--- config.mk ---
export PLATFORM = sky130hd
export DESIGN_NAME = serial_adder_flat
export DESIGN_NICKNAME = d
export VERILOG_FILES = /design/src/rtl/serial_arith_pkg.sv /design/src/rtl/serial_adder_if.sv /design/src/rtl/serial_adder_fa_cell.sv /design/src/rtl/serial_adder.sv /design/src/flat_wrapper.sv
export SDC_FILE = /design/constraint.sdc
export NUM_CORES = 1
export LEC_CHECK = 0
export CELL_PAD_IN_SITES_DETAIL_PLACEMENT = 0
export CELL_PAD_IN_SITES_GLOBAL_PLACEMENT = 1
export CORE_MARGIN = 10
export CORE_UTILIZATION = 38
export DETAILED_ROUTE_END_ITERATION = 10
export PLACE_DENSITY_LB_ADDON = 0.1
export SYNTH_ARGS = -nofsm -noshare
export SYNTH_HDL_FRONTEND = slang
export SYNTH_SLANG_ARGS = --single-unit
--- constraint.sdc ---
create_clock -name clk -period 1.6 [get_ports clk]
set_input_delay 0.24 -clock clk [delete_from_list [all_inputs] [get_ports clk]]
set_output_delay 0.24 -clock clk [all_outputs]
set_load 0.1 [all_outputs]
--- src/rtl/serial_arith_pkg.sv ---
// Shared definitions for the bit-serial arithmetic cells (adder, planned subtractor).
package serial_arith_pkg;

  // FSM encoding; 2'b11 is unused and recovers to ST_IDLE.
  typedef enum logic [1:0] {
    ST_IDLE  = 2'b00,
    ST_SHIFT = 2'b01,
    ST_DONE  = 2'b10
  } state_t;

  // Majority of three bits: the carry of a full adder.
  function automatic logic maj(input logic x, input logic y, input logic z);
    return (x & y) | (x & z) | (y & z);
  endfunction

endpackage

--- src/rtl/serial_adder_if.sv ---
// Operand/result bundle between a requester and the serial adder.
interface serial_adder_if #(
  parameter int WIDTH = 8
);
  logic             start;
  logic [WIDTH-1:0] a;
  logic [WIDTH-1:0] b;
  logic             cin;
  logic             busy;
  logic             done;
  logic [WIDTH-1:0] sum;
  logic             cout;

  modport master (output start, a, b, cin, input busy, done, sum, cout);
  modport slave  (input start, a, b, cin, output busy, done, sum, cout);
endinterface

--- src/rtl/serial_adder_fa_cell.sv ---
// Single combinational full-adder cell used once per serial bit step.
module fa_cell
  import serial_arith_pkg::*;
(
  input  logic a,
  input  logic b,
  input  logic ci,
  output logic s,
  output logic co
);

  assign s  = a ^ b ^ ci;
  assign co = maj(a, b, ci);

endmodule

--- src/rtl/serial_adder.sv ---
// Bit-serial WIDTH-bit adder: one sum bit per clock, LSB first.
//
// state    | meaning
// ---------+----------------------------------------------------------
// ST_IDLE  | waiting for start; sum/cout hold the last result
// ST_SHIFT | one full-adder step per clock, WIDTH steps in total
// ST_DONE  | result valid, done pulse; back to idle next clock
module serial_adder
  import serial_arith_pkg::*;
#(
  parameter int WIDTH = 8
) (
  input  logic          clk,
  input  logic          rst,
  serial_adder_if.slave bus
);

  localparam int CW = $clog2(WIDTH);
  localparam logic [CW-1:0] CNT_LAST = CW'(WIDTH - 1);

  state_t           state_q, state_d;
  logic [WIDTH-1:0] ra_q, ra_d;
  logic [WIDTH-1:0] rb_q, rb_d;
  logic [WIDTH-1:0] sum_q, sum_d;
  logic             c_q, c_d;
  logic             cout_q, cout_d;
  logic [CW-1:0]    cnt_q, cnt_d;
  logic             fa_s, fa_co;

  fa_cell u_fa (
    .a (ra_q[0]),
    .b (rb_q[0]),
    .ci(c_q),
    .s (fa_s),
    .co(fa_co)
  );

  // Next-state and datapath updates for the load / shift / done sequence.
  always_comb begin
    state_d = state_q;
    ra_d    = ra_q;
    rb_d    = rb_q;
    sum_d   = sum_q;
    c_d     = c_q;
    cout_d  = cout_q;
    cnt_d   = cnt_q;
    case (state_q)
      ST_IDLE: begin
        if (bus.start) begin
          ra_d    = bus.a;
          rb_d    = bus.b;
          c_d     = bus.cin;
          cnt_d   = '0;
          state_d = ST_SHIFT;
        end
      end
      ST_SHIFT: begin
        ra_d  = {1'b0, ra_q[WIDTH-1:1]};
        rb_d  = {1'b0, rb_q[WIDTH-1:1]};
        sum_d = {fa_s, sum_q[WIDTH-1:1]};
        c_d   = fa_co;
        cnt_d = cnt_q + CW'(1);
        if (cnt_q == CNT_LAST) begin
          cout_d  = fa_co;
          state_d = ST_DONE;
        end
      end
      ST_DONE: state_d = ST_IDLE;
      default: state_d = ST_IDLE;
    endcase
  end

  // State and datapath registers; reset clears everything and aborts an operation.
  always_ff @(posedge clk) begin
    if (rst) begin
      state_q <= ST_IDLE;
      ra_q    <= '0;
      rb_q    <= '0;
      sum_q   <= '0;
      c_q     <= 1'b0;
      cout_q  <= 1'b0;
      cnt_q   <= '0;
    end else begin
      state_q <= state_d;
      ra_q    <= ra_d;
      rb_q    <= rb_d;
      sum_q   <= sum_d;
      c_q     <= c_d;
      cout_q  <= cout_d;
      cnt_q   <= cnt_d;
    end
  end

  assign bus.busy = (state_q == ST_SHIFT) || (state_q == ST_DONE);
  assign bus.done = (state_q == ST_DONE);
  assign bus.sum  = sum_q;
  assign bus.cout = cout_q;

endmodule
--- src/flat_wrapper.sv ---
// flat-port wrapper written by rule: the top's interface ports become plain ports
module serial_adder_flat import serial_arith_pkg::*;
#(
  parameter int WIDTH = 8
)
  (clk, rst, bus_start, bus_a, bus_b, bus_cin, bus_busy, bus_done, bus_sum, bus_cout);
  serial_adder_if #(.WIDTH(WIDTH)) bus_i ();
  input  logic clk;
  input  logic rst;
  input wire logic [$bits(bus_i.start)-1:0] bus_start;
  input wire logic [$bits(bus_i.a)-1:0] bus_a;
  input wire logic [$bits(bus_i.b)-1:0] bus_b;
  input wire logic [$bits(bus_i.cin)-1:0] bus_cin;
  output wire logic [$bits(bus_i.busy)-1:0] bus_busy;
  output wire logic [$bits(bus_i.done)-1:0] bus_done;
  output wire logic [$bits(bus_i.sum)-1:0] bus_sum;
  output wire logic [$bits(bus_i.cout)-1:0] bus_cout;
  assign bus_i.start = bus_start;
  assign bus_i.a = bus_a;
  assign bus_i.b = bus_b;
  assign bus_i.cin = bus_cin;
  assign bus_busy = bus_i.busy;
  assign bus_done = bus_i.done;
  assign bus_sum = bus_i.sum;
  assign bus_cout = bus_i.cout;
  serial_adder #(.WIDTH(WIDTH)) u_core (.clk(clk), .rst(rst), .bus(bus_i));
endmodule
==> results of run 1 <==
[flip-flops by register name, indices dropped and copies added, names as in the netlist]
register and flops:
u_core.cnt_q 3, u_core.bus.cout 1, u_core.bus.sum 8, u_core.c_q 1
u_core.ra_q 8, u_core.state_q 2, u_core.rb_q 8
[power by group through the flow]
stage                     sequential, mW  clock, mW  combinational [mW]
after global placement             0.881          0               0.433
after global routing               0.874      0.665               0.490
after CTS                          0.866      0.640               0.443
after detailed placement           0.883          0               0.442
after floorplan                    0.900          0               0.307
final                              0.866      0.625               0.452
[repair_timing]
item / 4_1_cts / 5_1_grt
setup endpoints to repair: 0 / 17
hold buffers: 0 / 0
gates resized for setup: 0 / 1
[kinds of logic (layout without fill, tap and decap cells)]
kind of cell               after synthesis  in the layout  share of synthesized area, %
buffers and inverters                   13             45                          6.16
AOI/OAI and AO/OA                       24             24                          16.6
muxes                                   25             26                          17.5
DFF                                     31             31                          42.4
adders and majority gates                6              6                          5.65
and+or+nand+nor                         38             38                          11.7
[critical path, cell delays in order, from the launching register on]
cell and delay, ps:
dfxtp_1 360, inv_1 70, ha_1 300, mux2_4 430, nor2_1 150, a211oi_2 60
[layout make-up]
type / instances / area share [%]
tap: 48 / 2.99
clock buffer: 6 / 4.11
clock inverter: 1 / 0.249
timing repair buffer: 35 / 22.9
sequential: 31 / 30.9
multi-input combinational: 94 / 38.3
inverter: 3 / 0.560
[synth_stat cells (all sizes together)]
master	instances	area, sq um
nand3	1	5.00
ha	5	62.6
nor2	25	101
nand3b	3	22.5
dfxtp	31	621
inv	3	11.3
nand2	5	18.8
a211oi	16	195
buf	9	75.1
a32oi	2	17.5
nor3	1	5.00
fa	1	20.0
mux2i	24	240
nand2b	2	12.5
mux2	1	15.0
a21oi	6	30.0
nor2b	1	6.26
clkbuf	1	3.75
[metal layers]
layer	vias to the layer above	track usage, %
li1	542	-
met1	526	9.88
met2	26	15.5
met3	5	6.44
met4	0	5.27
met5	-	0
[final timing paths]
path | endpoint | slack [ps] | cells past startpoint | from
setup reg to reg | u_core.rb_q[2] | 110 | 5 | u_core.state_q[0]
hold reg to reg | u_core.ra_q[7] | 450 | 2 | u_core.ra_q[7]
hold / removal | u_core.ra_q[7] | 450 | 2 | u_core.ra_q[7]
setup / recovery | u_core.rb_q[2] | 110 | 5 | u_core.state_q[0]
==> impl_metrics.json, run 1 <==
{
  "netlist_instances": 137,
  "post_cts.repair.setup_buffers": 0,
  "cts_tree": "yes",
  "ys_ff_latch": 31,
  "grt_remaining_overflow": 0,
  "fmax_ghz": 0.671,
  "cp-end-kind": "flop",
  "io_buffer_count": 30,
  "antenna_found_initial": 0,
  "p_int_mw": 1.38,
  "grt_pass1_vias": 1131,
  "dp.cells": 210,
  "yosys_warnings": 0,
  "numClockSinks": 31,
  "routedWlPerCell_um": 15.0,
  "max_cap_viol_count": 0,
  "cp-start-kind": "flop",
  "setup.worst_path.class": "flop to flop",
  "regArea_sq_um": 621,
  "die_height_um": 82.0,
  "ys_types": 24,
  "power_density_nw_per_um2": 967,
  "cp_data_arrival_time_ps": 1660,
  "post_dp_cell_area_sq_um": 1910,
  "hold_ws_ps": 455,
  "cts_buffers": 5,
  "drt-initial-drc-count": 45,
  "final_net_count": 196,
  "clkPwrFrac_pct": 32.2,
  "worst_pin_slew_ps": 284,
  "dr.pass1.iters": 4,
  "grt_max_degree": 33,
  "layout_setup_ws_ps": 109,
  "stdcell_area_sq_um": 2010,
  "finalNonFillerCells": 218,
  "switching_share_pct": 29.2,
  "ant_nets": 0,
  "dpl_worst_slack_ps": 1.39,
  "clockRootBuffer": "clkbuf_8",
  "finalSetupTns_ps": 0,
  "synth_nets": 163,
  "drt-total-wl_mm": 3.26,
  "seq_area_frac_synth_pct": 42.4,
  "layout_commonest_cell": "dfxtp_1",
  "netSwitchingPower_mw": 0.568,
  "via_per_inst": 5.04,
  "postSynthAreaPerCell_sq_um": 10.7,
  "path_clk_slew_ps": 70,
  "wl_met2_mm": 1.53,
  "min_period_ps": 1490,
  "wl_met1_mm": 1.33,
  "slew_headroom_pct": 81.1,
  "final_cell_mix": "dfxtp_1 (31), mux2i_1 (24), nor2_1 (22)",
  "finalSetupViolations": 0,
  "path_max_fanout": 16,
  "drc": 0,
  "gpl.final_weighted_congestion": 0.725,
  "ioPinCount": 31,
  "met3_length_um": 357,
  "die_w_um": 82.0,
  "hp-class": "flop to flop",
  "cts.htree.levels": 2,
  "multi_input_area_sq_um": 769,
  "p_seq_share_pct": 44.6,
  "syn_area_sq_um": 1460,
  "finalPower_mw": 1.94,
  "ir_worst_vdd_mv": 0.586,
  "rows": 22,
  "dp_hpwl_mm": 2.20,
  "skew_ps": 6.52,
  "antenna_cells": 0,
  "run_status": "complete, no violations",
  "cts_max_path_buffers": 2,
  "initial_core_util_pct": 39.7,
  "clkLatencyLatePin_ps": 280,
  "core_sq_um": 3690,
  "drive_gt1_share_pct": 25.9,
  "worstPathRequired_ps": 1760,
  "finalMaxSlewViolations": 0,
  "top_layer": "met4",
  "grt_setup_unrepaired": "false",
  "cellLeakagePower_nw": 0.764,
  "grt_pass1_wl_mm": 5.12,
  "grtUsageTotal_pct": 9.89,
  "finalCritPeriodShare_pct": 93.2,
  "die_area_sq_um": 6730,
  "nFillCells": 338,
  "hold_violations": 0,
  "num_vias": 1099,
  "post-route-util_pct": 54.5,
  "syn_to_final_growth_pct": 37.4,
  "p_comb_share_pct": 23.3
}
(Power assumes the default switching activity.)
==> run 2, diff against run 1 <==
--- a/config.mk
+++ b/config.mk
@@ -5,10 +5,11 @@
 export SDC_FILE = /design/constraint.sdc
 export NUM_CORES = 1
 export LEC_CHECK = 0
+export ABC_AREA = 1
 export CELL_PAD_IN_SITES_DETAIL_PLACEMENT = 0
 export CELL_PAD_IN_SITES_GLOBAL_PLACEMENT = 1
 export CORE_MARGIN = 10
-export CORE_UTILIZATION = 38
+export CORE_UTILIZATION = 35
 export DETAILED_ROUTE_END_ITERATION = 10
 export PLACE_DENSITY_LB_ADDON = 0.1
 export SYNTH_ARGS = -nofsm -noshare
==> constraint.sdc (replaced) <==
create_clock -name clk -period 1.6 [get_ports clk]
set_input_delay 0.24 -clock clk [delete_from_list [all_inputs] [get_ports clk]]
set_output_delay 0.24 -clock clk [all_outputs]
set_load 0.05 [all_outputs]
==> run 2 against run 1 <==
  * Clock power shrank 6.6%
  * Global-route usage up 0.11 points
  * Final cell count increased by 41%
  * Wire length increased by 11%
  * Sequential power grew 8.8%
  * Clock skew is 2.1 ps lower
  * Combinational power grew 74%
  * Via count increased by 27%
  * Register-to-register slack improved by 130 ps
  * Hold slack better by 39 ps
  * Critical path type is now flop to output pin
  * Critical endpoint is now bus_busy
==> impl_metrics.json, run 2 <==
{
  "hp-class": "flop to flop",
  "numClockSinks": 31,
  "netlist_instances": 221,
  "max_cap_viol_count": 0,
  "ir_worst_vdd_mv": 0.372,
  "post_cts.repair.setup_buffers": 0,
  "fmax_ghz": 0.707,
  "cp_slowest_stage_delay_ps": 350,
  "min_period_ps": 1410,
  "finalSetupViolations": 0,
  "power_density_nw_per_um2": 1180,
  "ctsResizeCount": 0,
  "grt_pass1_wl_mm": 6.17,
  "synth_common_cells": "nand2_1 (73), nor2_1 (51), dfxtp_1 (31)",
  "die_height_um": 85.8,
  "io_buffer_count": 30,
  "dp_hpwl_mm": 2.53,
  "dp.cells": 300,
  "drt-initial-drc-count": 99,
  "drive_gt1_share_pct": 11.6,
  "ys_ff_latch": 31,
  "cts_tree": "yes",
  "cp-start-kind": "flop",
  "clkPwrFrac_pct": 25.2,
  "initial_core_util_pct": 37.1,
  "syn_to_final_growth_pct": 29.6,
  "drc": 0,
  "core_sq_um": 4090,
  "gpl.final_weighted_congestion": 0.723,
  "path_max_fanout": 3,
  "ioPinCount": 31,
  "cts_max_path_buffers": 2,
  "synth_top_area_share_pct": 40.9,
  "antenna_found_initial": 0,
  "num_vias": 1394,
  "run_status": "complete, no violations",
  "synth_nets": 247,
  "syn_area_sq_um": 1520,
  "die_area_sq_um": 7370,
  "worst_pin_slew_ps": 285,
  "yosys_warnings": 0,
  "hold_ws_ps": 494,
  "final_net_count": 283,
  "ys.flop_type": "dfxtp_1",
  "hold_violations": 0,
  "ys_top_cells_by_area": "dfxtp_1 (41%), nand2_1 (18%), nor2_1 (13%)",
  "cts_buffers": 5,
  "path_clk_slew_ps": 60,
  "crit_chain": "inv_1 > ha_1 > buf_12",
  "postSynthAreaPerCell_sq_um": 6.86,
  "ctsHoldBuffers": 0,
  "synth_top_area_cell": "dfxtp_1",
  "worstPathRequired_ps": 1360,
  "finalCritPeriodShare_pct": 88.4,
  "nFillCells": 444,
  "dr.pass1.iters": 4,
  "synth_edf_count": 0,
  "finalSetupTns_ps": 0,
  "cp-end-kind": "output pin",
  "slowest_stage": "dfxtp_1",
  "p_seq_share_pct": 40.7,
  "cp_data_arrival_time_ps": 1170,
  "via_per_inst": 4.53,
  "p_comb_share_pct": 34.0,
  "clockRootBuffer": "clkbuf_8",
  "finalMaxSlewViolations": 0,
  "finalNonFillerCells": 308,
  "seq_area_frac_synth_pct": 40.9,
  "clkLatencyLatePin_ps": 280,
  "ys_types": 18,
  "synthArstFlopShare_pct": 0,
  "antenna_cells": 0,
  "grt_pass1_vias": 1399,
  "die_w_um": 85.8,
  "setup.worst_path.class": "flop to output pin",
  "final_cell_mix": "nand2_1 (73), nor2_1 (51), dfxtp_1 (31)",
  "synth_most_common_cell": "nand2_1",
  "grtUsageTotal_pct": 10.0,
  "ant_nets": 0,
  "grt_remaining_overflow": 0,
  "skew_ps": 4.40,
  "grt_setup_unrepaired": "false",
  "netSwitchingPower_mw": 0.809,
  "cts.htree.levels": 2,
  "reg2reg_slack_ps": 240,
  "grt_max_degree": 29,
  "drt-total-wl_mm": 3.63,
  "rows": 23,
  "routedWlPerCell_um": 11.8,
  "p_int_mw": 1.50,
  "slew_headroom_pct": 80.9,
  "cellLeakagePower_nw": 0.968,
  "layout_commonest_cell": "nand2_1",
  "switching_share_pct": 35.0
}
==> run 2: cell types whose count changed after synthesis, moves of 4 or more <==
cell and delta:
o21ai_0 +9, mux2i_1 -24, nand2_1 +68, inv_1 +4
a211oi_2 -15, nand3b_1 +13, nor2_1 +29, nand3_1 +4
==> run 2: kinds of logic after synthesis <==
kind of cell,share of synthesized area (%)
AO/OA/AOI/OAI,5.94
buffers and inverters,7.43
adder cells (fa/ha/maj),5.45
AND/OR/NAND/NOR,40.3
flip-flops,40.9
==> run 2: final cells by class <==
class                      count  area (sq um)  share of cell area [%]
clock inverter                 1          5.00                   0.255
tap                           50          62.6                    3.18
multi-input combinational    168           783                    39.8
timing repair buffer          41           380                    19.4
inverter                      10          37.5                    1.91
clock buffer                   7          76.3                    3.88
sequential                    31           621                    31.6
==> run 2: routing by layer <==
| metal | vias up | wire [um] | GRT usage [%] |
|---|---|---|---|
| li1 | 759 | - | - |
| met1 | 602 | 1640 | 10.9 |
| met2 | 28 | 1720 | 17.3 |
| met3 | 5 | 222 | 3.60 |
| met4 | 0 | 44 | 3.59 |
| met5 | - | 0 | 0 |
==> run 2: power by group through the flow <==
stage	combinational [mW]	clock (mW)	sequential [mW]
6_report	0.788	0.584	0.942
3_3_place_gp	0.794	0	0.962
4_1_cts	0.803	0.609	0.942
5_1_grt	0.881	0.645	0.955
2_1_floorplan	0.448	0	1.06
3_5_place_dp	0.798	0	0.959
==> run 2: final timing paths <==
| check | from | to | depth (start not counted) |
|---|---|---|---|
| min reg2reg | u_core.state_q[1] | u_core.state_q[1] | 2 |
| max reg2reg | u_core.state_q[1] | u_core.rb_q[5] | 7 |
| max | u_core.state_q[1] | bus_busy | 3 |
| min | u_core.state_q[1] | u_core.state_q[1] | 2 |
==> run 2: metrics by stage <==
| step | util (%) | area [sq um] | total power [mW] | setup slack [ps] |
|---|---|---|---|---|
| floorplan | - | 1520 | 1.51 | 337 |
| global placement | 46.1 | 1880 | 1.76 | 216 |
| detailed placement | 46.1 | 1880 | 1.76 | 223 |
| CTS | 48.1 | 1970 | 2.35 | 172 |
| global route | 48.1 | 1970 | 2.48 | 53.8 |
| finish | 48.1 | 1970 | 2.31 | 186 |
==> run 2: critical path, delay by kind of cell, from the launching register on <==
family                   cells  cell delay [ps]
buffers and inverters        2              230
flip-flops                   1              350
adder cells (fa/ha/maj)      1              310
